## src/rtl/pc_stack_unit_pkg.sv

```systemverilog
// pc_pkg: shared operation encoding and default sizes for the program-counter
// unit and its return-address stack.
package pc_pkg;

  typedef enum logic [1:0] {
    OP_NEXT = 2'b00,
    OP_GOTO = 2'b01,
    OP_CALL = 2'b10,
    OP_RET  = 2'b11
  } pc_op_e;

  localparam int PC_W_DEF      = 13;
  localparam int STK_DEPTH_DEF = 8;

endpackage

```

## src/rtl/pc_stack_unit_if.sv

```systemverilog
// pc_stack_unit_if: sequencing request (en/op/skip/target) from the decoder
// and the fetch address plus stack status returned by the PC unit.
interface pc_stack_unit_if #(
  parameter int PC_W  = pc_pkg::PC_W_DEF,
  parameter int DEPTH = pc_pkg::STK_DEPTH_DEF
);
  import pc_pkg::*;

  logic                       en;
  pc_op_e                     op;
  logic                       skip;
  logic [PC_W-1:0]            target;
  logic [PC_W-1:0]            counter;
  logic [$clog2(DEPTH+1)-1:0] sp;
  logic                       full;
  logic                       empty;
  logic                       stk_err;

  modport master (
    output en, op, skip, target,
    input  counter, sp, full, empty, stk_err
  );

  modport slave (
    input  en, op, skip, target,
    output counter, sp, full, empty, stk_err
  );

endinterface

```

## src/rtl/pc_stack_unit_stack.sv

```systemverilog
// pc_stack: circular return-address LIFO with saturating occupancy count.
// Build option PC_STACK_OVF_TRAP_EN: CALL while full / RET while empty are
// suppressed and raise a sticky error; otherwise the buffer simply wraps.
module pc_stack
  import pc_pkg::*;
#(
  parameter int  PC_W  = PC_W_DEF,
  parameter int  DEPTH = STK_DEPTH_DEF,
  localparam int WP_W  = $clog2(DEPTH),
  localparam int SP_W  = $clog2(DEPTH+1)
) (
  input  logic            clk,
  input  logic            reset,
  input  logic            en,
  input  logic            push,
  input  logic            pop,
  input  logic [PC_W-1:0] push_data,
  output logic [PC_W-1:0] pop_data,
  output logic [SP_W-1:0] sp,
  output logic            full,
  output logic            empty,
  output logic            fault,
  output logic            err
);

  localparam logic [SP_W-1:0] SP_MAX = SP_W'(DEPTH);

  logic [PC_W-1:0] mem [DEPTH];
  logic [WP_W-1:0] wp;
  logic [WP_W-1:0] wp_dec;
  logic [SP_W-1:0] cnt;
  logic            do_push;
  logic            do_pop;

  assign sp       = cnt;
  assign full     = (cnt == SP_MAX);
  assign empty    = (cnt == '0);
  assign wp_dec   = wp - WP_W'(1);
  assign pop_data = mem[wp_dec];

`ifdef PC_STACK_OVF_TRAP_EN
  assign fault = (push && full) || (pop && empty);
`else
  assign fault = 1'b0;
`endif

  assign do_push = en && push && !fault;
  assign do_pop  = en && pop && !fault;

  // Storage, pointer and saturating count; push and pop never coincide.
  always_ff @(posedge clk or posedge reset) begin
    if (reset) begin
      wp  <= '0;
      cnt <= '0;
      for (int i = 0; i < DEPTH; i++) mem[i] <= '0;
    end else if (do_push) begin
      mem[wp] <= push_data;
      wp      <= wp + WP_W'(1);
      if (!full) cnt <= cnt + SP_W'(1);
    end else if (do_pop) begin
      wp <= wp_dec;
      if (!empty) cnt <= cnt - SP_W'(1);
    end
  end

`ifdef PC_STACK_OVF_TRAP_EN
  // Sticky fault flag, cleared only by reset.
  always_ff @(posedge clk or posedge reset) begin
    if (reset)            err <= 1'b0;
    else if (en && fault) err <= 1'b1;
  end
`else
  assign err = 1'b0;
`endif

endmodule

```

## src/rtl/pc_stack_unit.sv

```systemverilog
// pc_stack_unit: program counter with increment/skip/jump/call/return
// sequencing backed by a hardware return-address stack (pc_stack).
// Build option PC_STACK_OVF_TRAP_EN enables stack fault trapping.
module pc_stack_unit
  import pc_pkg::*;
#(
  parameter int PC_W    = PC_W_DEF,
  parameter int DEPTH   = STK_DEPTH_DEF,
  parameter int RST_VEC = 0
) (
  input  logic              clk,
  input  logic              reset,
  pc_stack_unit_if.slave    bus
);

  localparam int SP_W = $clog2(DEPTH+1);

  logic [PC_W-1:0] counter;
  logic [PC_W-1:0] counter_nxt;
  logic [PC_W-1:0] ret_addr;
  logic [PC_W-1:0] pop_data;
  logic [SP_W-1:0] sp;
  logic            full;
  logic            empty;
  logic            fault;
  logic            err;

  assign ret_addr = counter + PC_W'(1);

  pc_stack #(
    .PC_W  (PC_W),
    .DEPTH (DEPTH)
  ) u_stack (
    .clk       (clk),
    .reset     (reset),
    .en        (bus.en),
    .push      (bus.op == OP_CALL),
    .pop       (bus.op == OP_RET),
    .push_data (ret_addr),
    .pop_data  (pop_data),
    .sp        (sp),
    .full      (full),
    .empty     (empty),
    .fault     (fault),
    .err       (err)
  );

  // Next-PC selection; a trapped stack fault leaves the counter in place.
  always_comb begin
    counter_nxt = counter;
    case (bus.op)
      OP_NEXT: counter_nxt = counter + (bus.skip ? PC_W'(2) : PC_W'(1));
      OP_GOTO: counter_nxt = bus.target;
      OP_CALL: counter_nxt = fault ? counter : bus.target;
      OP_RET:  counter_nxt = fault ? counter : pop_data;
      default: counter_nxt = counter;
    endcase
  end

  // Fetch-address register, advanced only when enabled.
  always_ff @(posedge clk or posedge reset) begin
    if (reset)       counter <= PC_W'(RST_VEC);
    else if (bus.en) counter <= counter_nxt;
  end

  assign bus.counter = counter;
  assign bus.sp      = sp;
  assign bus.full    = full;
  assign bus.empty   = empty;
  assign bus.stk_err = err;

endmodule

```

## src/flat_wrapper.sv

```systemverilog
// flat-port wrapper written by rule: the top's interface ports become plain ports
module pc_stack_unit_flat import pc_pkg::*;
#(
  parameter int PC_W    = PC_W_DEF,
  parameter int DEPTH   = STK_DEPTH_DEF,
  parameter int RST_VEC = 0
)
  (clk, reset, bus_en, bus_op, bus_skip, bus_target, bus_counter, bus_sp, bus_full, bus_empty, bus_stk_err);
  pc_stack_unit_if #(.PC_W(PC_W), .DEPTH(DEPTH)) bus_i ();
  input  logic clk;
  input  logic reset;
  input wire logic [$bits(bus_i.en)-1:0] bus_en;
  input wire logic [$bits(bus_i.op)-1:0] bus_op;
  input wire logic [$bits(bus_i.skip)-1:0] bus_skip;
  input wire logic [$bits(bus_i.target)-1:0] bus_target;
  output wire logic [$bits(bus_i.counter)-1:0] bus_counter;
  output wire logic [$bits(bus_i.sp)-1:0] bus_sp;
  output wire logic [$bits(bus_i.full)-1:0] bus_full;
  output wire logic [$bits(bus_i.empty)-1:0] bus_empty;
  output wire logic [$bits(bus_i.stk_err)-1:0] bus_stk_err;
  assign bus_i.en = bus_en;
  assign bus_i.op = bus_op;
  assign bus_i.skip = bus_skip;
  assign bus_i.target = bus_target;
  assign bus_counter = bus_i.counter;
  assign bus_sp = bus_i.sp;
  assign bus_full = bus_i.full;
  assign bus_empty = bus_i.empty;
  assign bus_stk_err = bus_i.stk_err;
  pc_stack_unit #(.PC_W(PC_W), .DEPTH(DEPTH), .RST_VEC(RST_VEC)) u_core (.clk(clk), .reset(reset), .bus(bus_i));
endmodule
```

## config.mk

```make
export PLATFORM = sky130hd
export DESIGN_NAME = pc_stack_unit_flat
export DESIGN_NICKNAME = d
export VERILOG_FILES = /design/src/rtl/pc_stack_unit_pkg.sv /design/src/rtl/pc_stack_unit_if.sv /design/src/rtl/pc_stack_unit_stack.sv /design/src/rtl/pc_stack_unit.sv /design/src/flat_wrapper.sv
export SDC_FILE = /design/constraint.sdc
export NUM_CORES = 1
export LEC_CHECK = 0
export BUFFER_PORTS_ARGS = -buffer_cell sky130_fd_sc_hd__buf_2
export CORE_AREA = 2 2 112 196
export DETAILED_ROUTE_END_ITERATION = 8
export DIE_AREA = 0 0 114 198
export PLACE_DENSITY_LB_ADDON = 0.2
export SETUP_SLACK_MARGIN = 0.3
export SYNTH_ARGS = -nofsm -noshare
export SYNTH_HDL_FRONTEND = slang
export SYNTH_SLANG_ARGS = --single-unit
```

## constraint.sdc

```tcl
create_clock -name clk -period 11.02 [get_ports clk]
set_clock_uncertainty 0.15 [all_clocks]
set_input_delay 0.551 -clock clk [delete_from_list [all_inputs] [get_ports clk]]
set_output_delay 0.551 -clock clk [all_outputs]
set_load 0.005 [all_outputs]
```

### After elaboration in Yosys (flattened, before gate mapping)

Cells that the tools add are included.

| cells by class | value |
|---|---|
| add/subtract/negate cells | 6 |
| magnitude comparators | 3 |
| equality and inequality tests | 6 |
| mux-type cells | 14 |
| bitwise gates (word level) | 2 |
| reduce and logical (&&, ||, !) cells | 8 |

Operators with widths:

| operator | count |
|---|---|
| 104-bit bitwise mux | 1 |
| 13-bit binary-select mux with 3-bit select | 1 |
| 13-bit demux with 3-bit select | 1 |
| 13-bit 2-to-1 mux | 3 |
| 13-bit one-hot mux with 3 select lines | 1 |
| 4-bit 2-to-1 mux | 4 |
| 13-bit by 1-bit adder with 13-bit output, second input constant | 1 |
| 13-bit adder | 1 |
| 4-bit greater-or-equal comparator, second input constant | 2 |
| 3-bit NOT with 4-bit output | 2 |
| 3-bit 2-to-1 mux | 2 |
| 4-bit by 1-bit adder with 4-bit output, second input constant | 1 |
| 2-bit == test, second input constant | 2 |
| 4-bit == test, second input constant | 1 |
| 4-bit zero test | 1 |
| 4-bit by 1-bit < comparator with 1-bit output, second input constant | 1 |
| 4-bit by 1-bit subtractor with 4-bit output, second input constant | 1 |
| 3-bit by 1-bit adder with 3-bit output, second input constant | 1 |
| 1-bit logical AND | 3 |
| 3-bit AND reduction | 1 |
| 3-bit by 1-bit subtractor with 3-bit output, second input constant | 1 |
| 2-bit by 1-bit == test with 1-bit output, second input constant | 1 |
| 2-bit zero test | 1 |
| 2-bit 2-to-1 mux | 1 |
| 4 further kinds | 4 |

| storage, ports and cells | value |
|---|---|
| flip-flop bits (word level) | 124 |
| input port bits | 19 |
| output and inout bits | 20 |
| word-level logic and storage cells | 50 |

### Longest topological paths before layout

| logic depth | value |
|---|---|
| word-level depth | 6 |
| mapped depth | 10 |

### By module

Synthesis repeated with hierarchy kept, for this count alone.

| unflattened totals | value |
|---|---|
| cells, all modules | 483 |
| area total of the unflattened synthesis | 6516.2 µm² |

Modules (own cells, without submodules):

| module | instances | cells each | area an instance (µm²) | seq. area each (µm²) |
|---|---|---|---|---|
| pc_stack | 1 | 337 | 5292.6 | 2777.7 |
| pc_stack_unit | 1 | 146 | 1223.7 | 325.3 |

### Least setup slack after synthesis

No wires, ideal clock.

| path | value |
|---|---|
| kind | reg-to-reg |
| start point | reg u_core.u_stack.wp[0] |
| end point | reg u_core.counter[0] (netlist: u_core.bus.counter[0]) |
| library setup time | 0.124 ns |
| arrival | 2.188 ns |
| required time | 10.746 ns |
| path slack | 8.558 ns |
| stages on the path, launching flop included | 10 |
| period minus slack after synthesis | 2.462 ns |
| cells stage by stage | dfrtp_1 > buf_6 > buf_2 > inv_1 > ha_1 > buf_2 > buf_1 > mux4_2 > a22oi_1 > a21oi_1 |

| between the ends | value |
|---|---|
| longest elaborated chain between the ends | 6 |

Ends and longest elaborated chain:

| item | RTL line | RTL |
|---|---|---|
| start, declared | pc_stack_unit_stack.sv:29 | `logic [WP_W-1:0] wp;` |
| start signal, assigned | pc_stack_unit_stack.sv:58 | `wp <= wp + WP_W'(1);` |
| start signal, assigned | pc_stack_unit_stack.sv:61 | `wp <= wp_dec;` |
| 3-bit by 1-bit subtractor with 3-bit output | pc_stack_unit_stack.sv:38 | `assign wp_dec = wp - WP_W'(1);` |
| via u_core.u_stack.wp_dec[0] | pc_stack_unit_stack.sv:30 | `logic [WP_W-1:0] wp_dec;` |
| 3-bit NOT with 4-bit output (implied by the code) | pc_stack_unit_stack.sv:39 | `assign pop_data = mem[wp_dec];` |
| 13-bit binary-select mux with 3-bit select | pc_stack_unit_stack.sv:39 |  |
| 13-bit 2-to-1 mux (implied by the code) (2 in a row) | pc_stack_unit_stack.sv:39 |  |
| 13-bit one-hot mux with 3 select lines | pc_stack_unit.sv:51 | `case (bus.op)` |
| end signal, assigned | pc_stack_unit.sv:62 | `if (reset) counter <= PC_W'(RST_VEC);` |
| end signal, assigned | pc_stack_unit.sv:63 | `else if (bus.en) counter <= counter_nxt;` |
| end, declared | pc_stack_unit.sv:18 | `logic [PC_W-1:0] counter;` |

The timed path passes the listed nets, and every way through them passes these cells. The select of a mux whose other input is x is not followed.
A chain may end at the register's enable or synchronous reset.

### Final worst setup path

| path | value |
|---|---|
| start point | reg u_core.counter[0] (netlist: u_core.bus.counter[0]) |
| end point | reg u_core.counter[12] (netlist: u_core.bus.counter[12]) |

| between the ends | value |
|---|---|
| longest elaborated chain between the ends | 2 |

Ends and longest elaborated chain:

| item | RTL line | RTL |
|---|---|---|
| 13-bit adder | pc_stack_unit.sv:52 | `OP_NEXT: counter_nxt = counter + (bus.skip ? PC_W'(2) : PC_W'(1));` |
| 13-bit one-hot mux with 3 select lines | pc_stack_unit.sv:51 |  |

Every way passes these cells.

==> flow_metrics.py <==
metrics = {
    "worst_setup_path": {
        "endpoint_kind": "register",
        "slowest_stage": "dfrtp_1",
        "cp.arrival_ns": 2.95,
        "worst_ep_required_time_ns": 11.19,
        "critPathKind": "reg2reg",
        "crit_fanout": 14,
        "critPathLaunchType": "register",
        "path_cells": "ha_1 > inv_1 > fa_1 > nand3b_1 > nor4_1 > mux2i_1 > a211oi_1",
        "slowest_delay_ns": 0.64,
    },
    "cells_and_area": {
        "fin_nets": 648,
        "drive_gt1_share_pct": 18.9,
        "area_growth_syn_to_layout_pct": 15.9,
        "antenna_cells": 0,
        "fin_area_sq_mm": 0.00722,
        "fin_util_pct": 34.1,
    },
    "sta": {
        "finalMaxSlewViolations": 0,
        "setup_viol": 0,
        "tightest_slew_ns": 0.897,
        "finalCritPeriodShare_pct": 25.3,
        "rsz0062_at_grt": "false",
        "fmax_mhz": 359,
        "layout_min_cycle_time_ns": 2.78,
        "timing.final.ws_setup_ns": 8.24,
        "tns_ns": 0,
        "maxSlewHeadroom_pct": 39.8,
        "hold_viol_final": 0,
    },
    "clock_tree": {
        "clock_latency_ns": 0.41,
        "cts_setup_buffers": 0,
        "clock-sinks": 124,
        "clock_tree.buffer_depth": 2,
        "htree_levels": 4,
        "cts_root_buf": "clkbuf_16",
        "cts-buffers-inserted": 17,
        "clk_pin_slew_ns": 0.06,
        "post_cts_resized": 0,
        "postCtsHoldBufs": 0,
        "tritoncts": "done",
    },
    "global_routing": {
        "overflow": 0,
        "first_global_vias": 4721,
        "antenna_found_initial": 0,
        "grt_start_max_net_pins": 70,
        "grt_pass1_wl_mm": 26.4,
        "grt_usage_pct": 15.5,
    },
    "placed_design": {
        "hpwlAfterDp_mm": 11.5,
        "gp_congestion": 0.806,
        "dpl_cell_area_sq_mm": 0.00660,
        "io_buffers": 37,
        "post-place-ws_ns": 8.18,
    },
    "pwr": {
        "power_w": 0.00223,
        "power.density_mw_per_mm2": 309,
        "p_leak_nw": 3.04,
        "ir_drop_v": 0.000132,
    },
    "floorplanning": {
        "die_h_microns": 198,
        "initial_core_util_pct": 29.5,
        "fp.dieW_microns": 114,
        "rows": 71,
        "core-area_sq_mm": 0.0211,
        "io_pins": 39,
        "dieArea_sq_mm": 0.0226,
    },
    "yosys": {
        "synth.distinct_cells": 55,
        "synth_edf_count": 0,
        "synthTopCellsByCount": "124 x dfrtp_1, 102 x a21oi_1, 89 x nor2_1",
        "syn_area_per_cell_sq_um": 10.5,
        "yosysWarnings": 0,
        "synthesis.nets": 623,
        "synth_area_leader_cell": "dfrtp_1",
        "synth_top_area_share_pct": 49.8,
        "yosys-top-cells-area": "dfrtp_1 50%, a21oi_1 8.2%, mux4_2 6.1%, nor2_1 5.4%, mux4_1 3.4%",
        "synth_seq_cells": 124,
        "ys_async_sr_fraction_pct": 100,
        "synthCells": 592,
        "netlist_area_sq_mm": 0.00623,
        "synthMostInstantiatedCell": "dfrtp_1",
        "synth_ff_type": "dfrtp_1",
        "ys_seq_area_share_pct": 49.8,
    },
    "detailed_routing": {
        "via_per_inst": 5.21,
        "wl_mm": 16.9,
        "wl_per_cell_microns": 19.1,
        "dr.pass1.iters": 5,
        "ant_nets": 0,
        "drt_iter0_markers": 360,
        "drc": 0,
        "vias": 4607,
    },
    "flow_run": {
        "maxCapViolations": 0,
    },
    "worst_hold_path": {
        "min-delay-path-class": "in2async",
    },
    "status": {
        "status": "complete, no violations",
    },
}
metrics by stage:
stage / std cells / hold slack [ns]
final: 885 / 0.117
after detailed placement: 853 / 0.315
after global routing: 885 / 0.172
after floorplan: 592 / 0.292
after CTS: 885 / 0.127
after global placement: 853 / 0.304
critical path: cells and delay by family (launching register included):
kind / cells / cell delay (ns)
buffers and inverters: 1 / 0.06
AOI/OAI and AO/OA: 1 / 0.22
adders and majority gates: 2 / 0.67
and+or+nand+nor: 2 / 0.81
muxes: 1 / 0.13
DFF: 1 / 0.64
power by group:
| group | internal, W | leakage [nW] | total (W) | switching (W) |
|---|---|---|---|---|
| Sequential | 0.000669 | 1.51 | 0.000833 | 0.000164 |
| Combinational | 0.000381 | 1.24 | 0.000808 | 0.000427 |
| Clock | 0.000380 | 0.292 | 0.000589 | 0.000208 |
kinds of logic (layout without fill, tap and decap cells):
group | Yosys count | in the layout | share of synthesized area [%]
and+or+nand+nor | 181 | 181 | 13.7
adders and majority gates | 12 | 12 | 2.65
muxes | 40 | 40 | 12.2
DFF | 124 | 124 | 49.8
other | 1 | 1 | 0.0602
xor gates and xnor gates | 18 | 18 | 2.65
buffers and inverters | 56 | 94 | 4.44
AOI/OAI and AO/OA | 160 | 160 | 14.5
state kept, by name, indices dropped and copies added (netlist names):
| signal | flops |
|---|---|
| u_core.u_stack.wp | 3 |
| u_core.u_stack.mem | 104 |
| u_core.bus.counter | 13 |
| u_core.u_stack.sp | 4 |
placed cells by master (no fill, tap or decap), types with 14 or more instances in the layout:
cell type  count
mux4_2        17
buf_2         37
dfrtp_1      123
xnor2_1       14
nor2_1        89
clkbuf_16     17
o21ai_0       17
a21oi_1      102
nand2_1       32
nand3_1       14
final timing paths:
check / start / end / slack (ns) / cells past startpoint
hold / removal: reset / u_core.u_stack.mem[30] / 0.12 / 2
hold reg to reg: u_core.u_stack.mem[84] / u_core.u_stack.mem[84] / 0.33 / 2
setup reg to reg: u_core.bus.counter[0] / u_core.bus.counter[12] / 8.24 / 7
min in group clk: bus_target[4] / u_core.bus.counter[4] / 0.28 / 3
max in group asynchronous: reset / u_core.u_stack.wp[0] / 9.18 / 3
setup / recovery: u_core.bus.counter[0] / u_core.bus.counter[12] / 8.24 / 7
layer usage:
metal | up-vias | wire length [microns] | GRT usage [%]
li1 | 2167 | - | -
met1 | 2304 | 6740 | 17.7
met2 | 115 | 9220 | 28.5
met3 | 21 | 578 | 2.08
met4 | 0 | 375 | 6.91
met5 | - | 0 | 0
area by class of cell:
cell class	instances	area [sq um]
clock buffers	23	488
well taps	255	319
multi-input cells	412	2850
repair buffers	48	268
clock inverters	9	134
flip-flops and latches	124	3100
inverters	14	55.1
fillers	2126	13900
(Power assumes the default switching activity.)
